**config.mk**
```make
export PLATFORM = sky130hd
export DESIGN_NAME = led_pattern_ctrl_flat
export DESIGN_NICKNAME = d
export VERILOG_FILES = /design/src/rtl/led_pattern_ctrl_if.sv /design/src/rtl/led_pattern_ctrl.sv /design/src/flat_wrapper.sv
export SDC_FILE = /design/constraint.sdc
export NUM_CORES = 1
export LEC_CHECK = 0
export CELL_PAD_IN_SITES_DETAIL_PLACEMENT = 1
export CELL_PAD_IN_SITES_GLOBAL_PLACEMENT = 1
export CORE_MARGIN = 5
export CORE_UTILIZATION = 30
export DETAILED_ROUTE_END_ITERATION = 12
export PLACE_DENSITY = 0.59
export SLEW_MARGIN = 10
export SYNTH_ARGS = -nofsm -noshare
export SYNTH_HDL_FRONTEND = slang
export SYNTH_SLANG_ARGS = --single-unit
```
**constraint.sdc**
```tcl
create_clock -name clk -period 4.7 [get_ports clk]
set_input_delay 1.41 -clock clk [delete_from_list [all_inputs] [get_ports clk]]
set_output_delay 1.41 -clock clk [all_outputs]
set_load 0.01 [all_outputs]
```
**src/rtl/led_pattern_ctrl_if.sv**
```systemverilog
// Purpose: per-channel configuration write bus for led_pattern_ctrl.
// Latency: none (wires only).
// Backpressure: none; every strobed write is accepted in the cycle it is presented.
// Signals: cfg_we write strobe, cfg_ch channel index, cfg_mode mode,
//          cfg_duty PWM brightness, cfg_period half-period / step interval in ticks.
// master drives the bus (control logic), slave receives it (led_pattern_ctrl).
interface led_pattern_ctrl_if #(
    parameter int PWM_BITS = 8
);
    logic                cfg_we;
    logic [3:0]          cfg_ch;
    logic [1:0]          cfg_mode;
    logic [PWM_BITS-1:0] cfg_duty;
    logic [15:0]         cfg_period;

    modport master (
        output cfg_we,
        output cfg_ch,
        output cfg_mode,
        output cfg_duty,
        output cfg_period
    );

    modport slave (
        input cfg_we,
        input cfg_ch,
        input cfg_mode,
        input cfg_duty,
        input cfg_period
    );
endinterface

```
**src/rtl/led_pattern_ctrl.sv**
```systemverilog
// Purpose: multi-channel LED driver with OFF/ON/BLINK/BREATHE modes and PWM brightness.
// Latency: config write sampled at edge T is visible on led at edge T+1; led is registered.
// Backpressure: none; writes are always accepted, writes to cfg_ch >= CH_NUM are dropped.
// Ports: clk, rst (synchronous, active-high), cfg (led_pattern_ctrl_if slave), led[CH_NUM-1:0].
// Optional macro LED_BREATHE_EN: when defined, BREATHE ramps its level up and down;
// when undefined, no level/direction state is built and mode 3 behaves exactly like ON.
module led_pattern_ctrl #(
    parameter int CH_NUM      = 4,
    parameter int CLK_FREQ_HZ = 25000000,
    parameter int TICK_HZ     = 1000,
    parameter int PWM_BITS    = 8
) (
    input  logic                 clk,
    input  logic                 rst,
    led_pattern_ctrl_if.slave    cfg,
    output logic [CH_NUM-1:0]    led
);
    localparam int PRESC_TC = CLK_FREQ_HZ / TICK_HZ - 1;
    localparam int PRESC_W  = (PRESC_TC > 0) ? $clog2(PRESC_TC + 1) : 1;
    localparam logic [PWM_BITS-1:0] PWM_MAX = '1;

    typedef enum logic [1:0] {
        MODE_OFF     = 2'd0,
        MODE_ON      = 2'd1,
        MODE_BLINK   = 2'd2,
        MODE_BREATHE = 2'd3
    } mode_t;

    // Duty all-ones is forced lit so full brightness has no one-cycle gap per PWM frame.
    function automatic logic pwm_on(input logic [PWM_BITS-1:0] cnt,
                                    input logic [PWM_BITS-1:0] x);
        return (cnt < x) || (x == PWM_MAX);
    endfunction

    logic [PRESC_W-1:0]  presc;
    logic                tick;
    logic [PWM_BITS-1:0] pwm_cnt;
    logic [CH_NUM-1:0]   led_nxt_vec;

    assign tick = (presc == PRESC_W'(PRESC_TC));

    always_ff @(posedge clk) begin
        if (rst) begin
            presc   <= '0;
            pwm_cnt <= '0;
            led     <= '0;
        end else begin
            presc   <= tick ? '0 : presc + 1'b1;
            pwm_cnt <= pwm_cnt + 1'b1;
            led     <= led_nxt_vec;
        end
    end

    for (genvar c = 0; c < CH_NUM; c++) begin : g_ch
        mode_t               mode_q;
        logic [PWM_BITS-1:0] duty_q;
        logic [15:0]         period_q;
        logic [15:0]         tcnt_q;
        logic                phase_q;
        logic                wr_hit;
        logic                timed;
        logic                wrap;
        logic [15:0]         eff_period;
        logic                led_nxt;

        // Only indices below CH_NUM have a generate instance, so out-of-range writes hit nothing.
        assign wr_hit     = cfg.cfg_we && (cfg.cfg_ch == 4'(c));
        assign eff_period = (period_q == 16'd0) ? 16'd1 : period_q;
`ifdef LED_BREATHE_EN
        assign timed = (mode_q == MODE_BLINK) || (mode_q == MODE_BREATHE);
`else
        assign timed = (mode_q == MODE_BLINK);
`endif
        assign wrap = tick && timed && (tcnt_q >= eff_period - 16'd1);

        // A write restarts the pattern and takes priority over a coincident tick.
        always_ff @(posedge clk) begin
            if (rst) begin
                mode_q   <= MODE_OFF;
                duty_q   <= '1;
                period_q <= 16'd500;
                tcnt_q   <= '0;
                phase_q  <= 1'b0;
            end else if (wr_hit) begin
                mode_q   <= mode_t'(cfg.cfg_mode);
                duty_q   <= cfg.cfg_duty;
                period_q <= cfg.cfg_period;
                tcnt_q   <= '0;
                phase_q  <= 1'b1;
            end else if (wrap) begin
                tcnt_q   <= '0;
                phase_q  <= ~phase_q;
            end else if (tick && timed) begin
                tcnt_q   <= tcnt_q + 16'd1;
            end
        end

`ifdef LED_BREATHE_EN
        logic [PWM_BITS-1:0] level_q;
        logic [PWM_BITS-1:0] level_step;
        logic                dir_up_q;

        assign level_step = dir_up_q ? level_q + 1'b1 : level_q - 1'b1;

        // Direction flips on arriving at either extreme, so the level never wraps.
        always_ff @(posedge clk) begin
            if (rst || wr_hit) begin
                level_q  <= '0;
                dir_up_q <= 1'b1;
            end else if (wrap && (mode_q == MODE_BREATHE)) begin
                level_q <= level_step;
                if ((level_step == PWM_MAX) || (level_step == '0)) begin
                    dir_up_q <= ~dir_up_q;
                end
            end
        end
`endif

        always_comb begin
            led_nxt = 1'b0;
            case (mode_q)
                MODE_OFF:     led_nxt = 1'b0;
                MODE_ON:      led_nxt = pwm_on(pwm_cnt, duty_q);
                MODE_BLINK:   led_nxt = phase_q && pwm_on(pwm_cnt, duty_q);
`ifdef LED_BREATHE_EN
                MODE_BREATHE: led_nxt = pwm_on(pwm_cnt, level_q);
`else
                MODE_BREATHE: led_nxt = pwm_on(pwm_cnt, duty_q);
`endif
                default:      led_nxt = 1'b0;
            endcase
        end

        assign led_nxt_vec[c] = led_nxt;
    end
endmodule

```
**src/flat_wrapper.sv**
```systemverilog
// flat-port wrapper written by rule: the top's interface ports become plain ports
module led_pattern_ctrl_flat 
#(
    parameter int CH_NUM      = 4,
    parameter int CLK_FREQ_HZ = 25000000,
    parameter int TICK_HZ     = 1000,
    parameter int PWM_BITS    = 8
)
  (clk, rst, led, cfg_cfg_we, cfg_cfg_ch, cfg_cfg_mode, cfg_cfg_duty, cfg_cfg_period);
  led_pattern_ctrl_if #(.PWM_BITS(PWM_BITS)) cfg_i ();
  input  logic clk;
  input  logic rst;
  output logic [CH_NUM-1:0] led;
  input wire logic [$bits(cfg_i.cfg_we)-1:0] cfg_cfg_we;
  input wire logic [$bits(cfg_i.cfg_ch)-1:0] cfg_cfg_ch;
  input wire logic [$bits(cfg_i.cfg_mode)-1:0] cfg_cfg_mode;
  input wire logic [$bits(cfg_i.cfg_duty)-1:0] cfg_cfg_duty;
  input wire logic [$bits(cfg_i.cfg_period)-1:0] cfg_cfg_period;
  assign cfg_i.cfg_we = cfg_cfg_we;
  assign cfg_i.cfg_ch = cfg_cfg_ch;
  assign cfg_i.cfg_mode = cfg_cfg_mode;
  assign cfg_i.cfg_duty = cfg_cfg_duty;
  assign cfg_i.cfg_period = cfg_cfg_period;
  led_pattern_ctrl #(.CH_NUM(CH_NUM), .CLK_FREQ_HZ(CLK_FREQ_HZ), .TICK_HZ(TICK_HZ), .PWM_BITS(PWM_BITS)) u_core (.clk(clk), .rst(rst), .cfg(cfg_i), .led(led));
endmodule
```
==> impl_metrics.toml <==
[floorplan]
initial_core_util_pct = 30.4
die_w_um = 200
die_y_um = 200
pin_count = 37
core_area_um2 = 35500
die-area_um2 = 39800
rows = 69

[global_route]
grt_overflow = 0
first_global_vias = 9281
antenna_found_initial = 0
grt_max_degree = 58
grt_pass1_wl_mm = 48.9
grt.total_usage_pct = 15.5

[timing]
fmax_mhz = 227
rsz0062_at_grt = "no"
setup_viol = 0
tightest_slew_ns = 1.05
max_slew_margin_pct = 29.7
setup_slack_ns = 0.297
finalCritPeriodShare_pct = 93.7
clock-skew-final_ns = 0.0144
drv_slew = 0
fin_crit_ns = 4.40
tns_ns = 0
hold_viol_final = 0

[synthesis]
synth_top_area_share_pct = 37.0
synthesis.nets = 1474
yosys_most_used_dff = "dfxtp_1"
ys_ff_latch = 199
synth.avg_cell_area_um2 = 8.05
seq_area_frac_synth_pct = 37.0
synth_cells = 1339
synthTopCellsByArea = "dfxtp_1 37%, ha_1 12%, nand2_1 8.6%, xnor2_1 5.6%, nor2_1 5.0%"
synthArstFlopShare_pct = 0
synth_area_leader_cell = "dfxtp_1"
netlist_area_um2 = 10800
synthDistinctLibCells = 49
synth_warnings = 0
synth_edf_count = 0

[worst_setup_path]
end_kind = "flop"
crit-reg2reg-capture = "u_core.g_ch[2].tcnt_q[2]"
start_kind = "flop"
max_stage_delay_ns = 0.58
required_ns = 5.01
r2r_slack_ns = 0.30
worst_ep_arrival_time_ns = 4.71
critical-path-slowest-cell = "or4_1"
crit_family = "simple AND/OR/NAND/NOR gates"
cp_max_fo = 16
path_class = "flop to flop"
r2r_cells = 16
crit_buf_inv = 0
rr_startpoint = "u_core.g_ch[2].period_q[9]"
path_cells = "or4_1 -> or3_1 -> nor3_1 -> a21oi_1 -> ha_1 -> nor3b_1 -> nand2b_1 -> nor3_1 -> xnor2_1 -> ha_1 -> nand4_1 -> nor4_1 -> a311oi_1 -> a31oi_1 -> or3_1 -> nor2_1"

[route]
ant_nets = 0
via_per_inst = 5.01
dr.pass1.iters = 4
drt-total-wl_mm = 30.4
first_iter_violations = 307
avgRoutedWirePerCell_um = 16.6
drc = 0
route.vias.total = 9155

[job]
cap_violations = 0

[placement]
io_buffers = 36
post-dp-hpwl_mm = 22.5
place_congestion = 0.788
place_ws_ns = 0.308
placedCellCount = 1795
dpl_cell_area_um2 = 11600

[clock_tree]
h-tree-depth = 4
clk_latency_ns = 0.46
cts-root-buf = "clkbuf_16"
numCtsBuffers = 17
cts_sinks = 199
cts_tree = "done"
clk_pin_slew_worst_paths_ns = 0.09
holdBufCountCts = 0
cts_resized = 0
cts_buffer_depth = 2
cts_setup_buffers = 0

[cells_and_area]
fin_util_pct = 34.5
postLayoutCellArea_um2 = 12200
nNetsFinal = 1488
drive_gt1_share_pct = 4.03
layout.cells.non_filler = 1827
antennaDiodeCount = 0
area_growth_pct = 13.5

[hold_path]
whs_path_depth = 2
hold_class = "flop to flop"
hold_start = "u_core.g_ch[1].mode_q[1]"
hold_end = "u_core.g_ch[1].mode_q[1]"

[run_status]
status = "completed"

[power]
power_density_nw_per_um2 = 290
vdd_ir_drop_max_v = 0.000276
cellLeakagePower_uw = 0.00486
-- stage by stage --
| step | total power, µW | hold WS [ns] |
|---|---|---|
| floorplan | 1860 | 0.442 |
| global placement | 1960 | 0.458 |
| detailed placement | 1960 | 0.464 |
| CTS | 3610 | 0.481 |
| global route | 3690 | 0.500 |
| finish | 3540 | 0.477 |
-- registers in the layout (all words and copies together), names as in the netlist --
name                  cells
u_core.g_ch.mode_q        8
u_core.g_ch.tcnt_q       64
u_core.g_ch.period_q     64
u_core.led                4
u_core.g_ch.phase_q       4
u_core.presc             15
u_core.pwm_cnt            8
u_core.g_ch.duty_q       32
-- worst min-delay path, cell delays in order, from the launching register on --
cell	delay, ns
dfxtp_1	0.32
nand2_1	0.06
a21oi_1	0.05
-- metal layers --
| layer | global-route usage [%] | up-vias | routed length [µm] |
|---|---|---|---|
| li1 | - | 4630 | - |
| met1 | 19.2 | 4440 | 14000 |
| met2 | 28.3 | 65 | 15300 |
| met3 | 2.14 | 20 | 768 |
| met4 | 3.65 | 0 | 291 |
| met5 | 0 | - | 0 |
-- final cells by class --
cell class,count,area [µm²]
well taps,461,577
inverters,42,158
repair buffers,46,430
flip-flops and latches,199,3980
clock inverters,15,206
multi-input cells,1047,6450
clock buffers,17,425
fillers,4247,23200
-- worst max path at each step --
| stage | slack, ns | startpoint | end | cells past startpoint |
|---|---|---|---|---|
| after global placement | 0.45 | u_core.g_ch[2].period_q[9] | u_core.g_ch[2].tcnt_q[11] | 16 |
| after global routing | 0.02 | u_core.g_ch[2].period_q[9] | u_core.g_ch[2].tcnt_q[2] | 16 |
| final | 0.30 | u_core.g_ch[2].period_q[9] | u_core.g_ch[2].tcnt_q[2] | 16 |
| after detailed placement | 0.31 | u_core.g_ch[2].period_q[9] | u_core.g_ch[2].tcnt_q[2] | 16 |
| after CTS | 0.26 | u_core.g_ch[2].period_q[9] | u_core.g_ch[2].tcnt_q[2] | 16 |
| after floorplan | 0.74 | u_core.g_ch[1].period_q[8] | u_core.g_ch[1].tcnt_q[10] | 17 |
-- cell usage in the layout (no fill, tap or decap), types with 4 or more instances in the layout --
master	instances
nand2_1	247
dfxtp_1	199
nor2_1	145
ha_1	102
a21oi_1	88
xnor2_1	69
nand3_1	67
xor2_1	59
inv_1	41
nand4_1	36
clkdlybuf4s50_1	35
o21ai_0	30
o211ai_1	29
and3_1	23
nor3_1	20
nor4_1	17
clkbuf_16	17
nand2b_1	15
and2_1	12
buf_4	10
nor2b_1	8
or3_1	7
o21a_1	6
a21boi_0	6
and4_1	6
or4_1	5
a211oi_1	5
a31oi_1	5
inv_8	5
nand3b_1	4
-- cells in the mapped netlist (15+ instances only) --
master	number
nand2_1	247
dfxtp_1	199
nor2_1	145
ha_1	102
a21oi_1	88
xnor2_1	69
nand3_1	67
xor2_1	59
clkbuf_1	45
inv_1	42
nand4_1	36
o21ai_0	30
o211ai_1	29
and3_1	23
nor3_1	21
nor4_1	17
nand2b_1	15
-- report_power, final --
part	internal, µW	total [µW]	switching (µW)
Sequential	1710	1730	24.1
Combinational	71.8	191	119
Clock	865	1620	758
-- logic make-up (layout without fill, tap and decap cells) --
group / count (synthesis) / after routing / share of synthesized area (%)
fa+ha+maj: 102 / 102 / 11.8
compound gates: 188 / 188 / 10.6
flops: 199 / 199 / 37.0
buf+inv: 93 / 120 / 3.28
xor+xnor: 128 / 128 / 10.4
simple gates: 629 / 629 / 26.9
No activity file was read; power rests on OpenSTA's default activity.
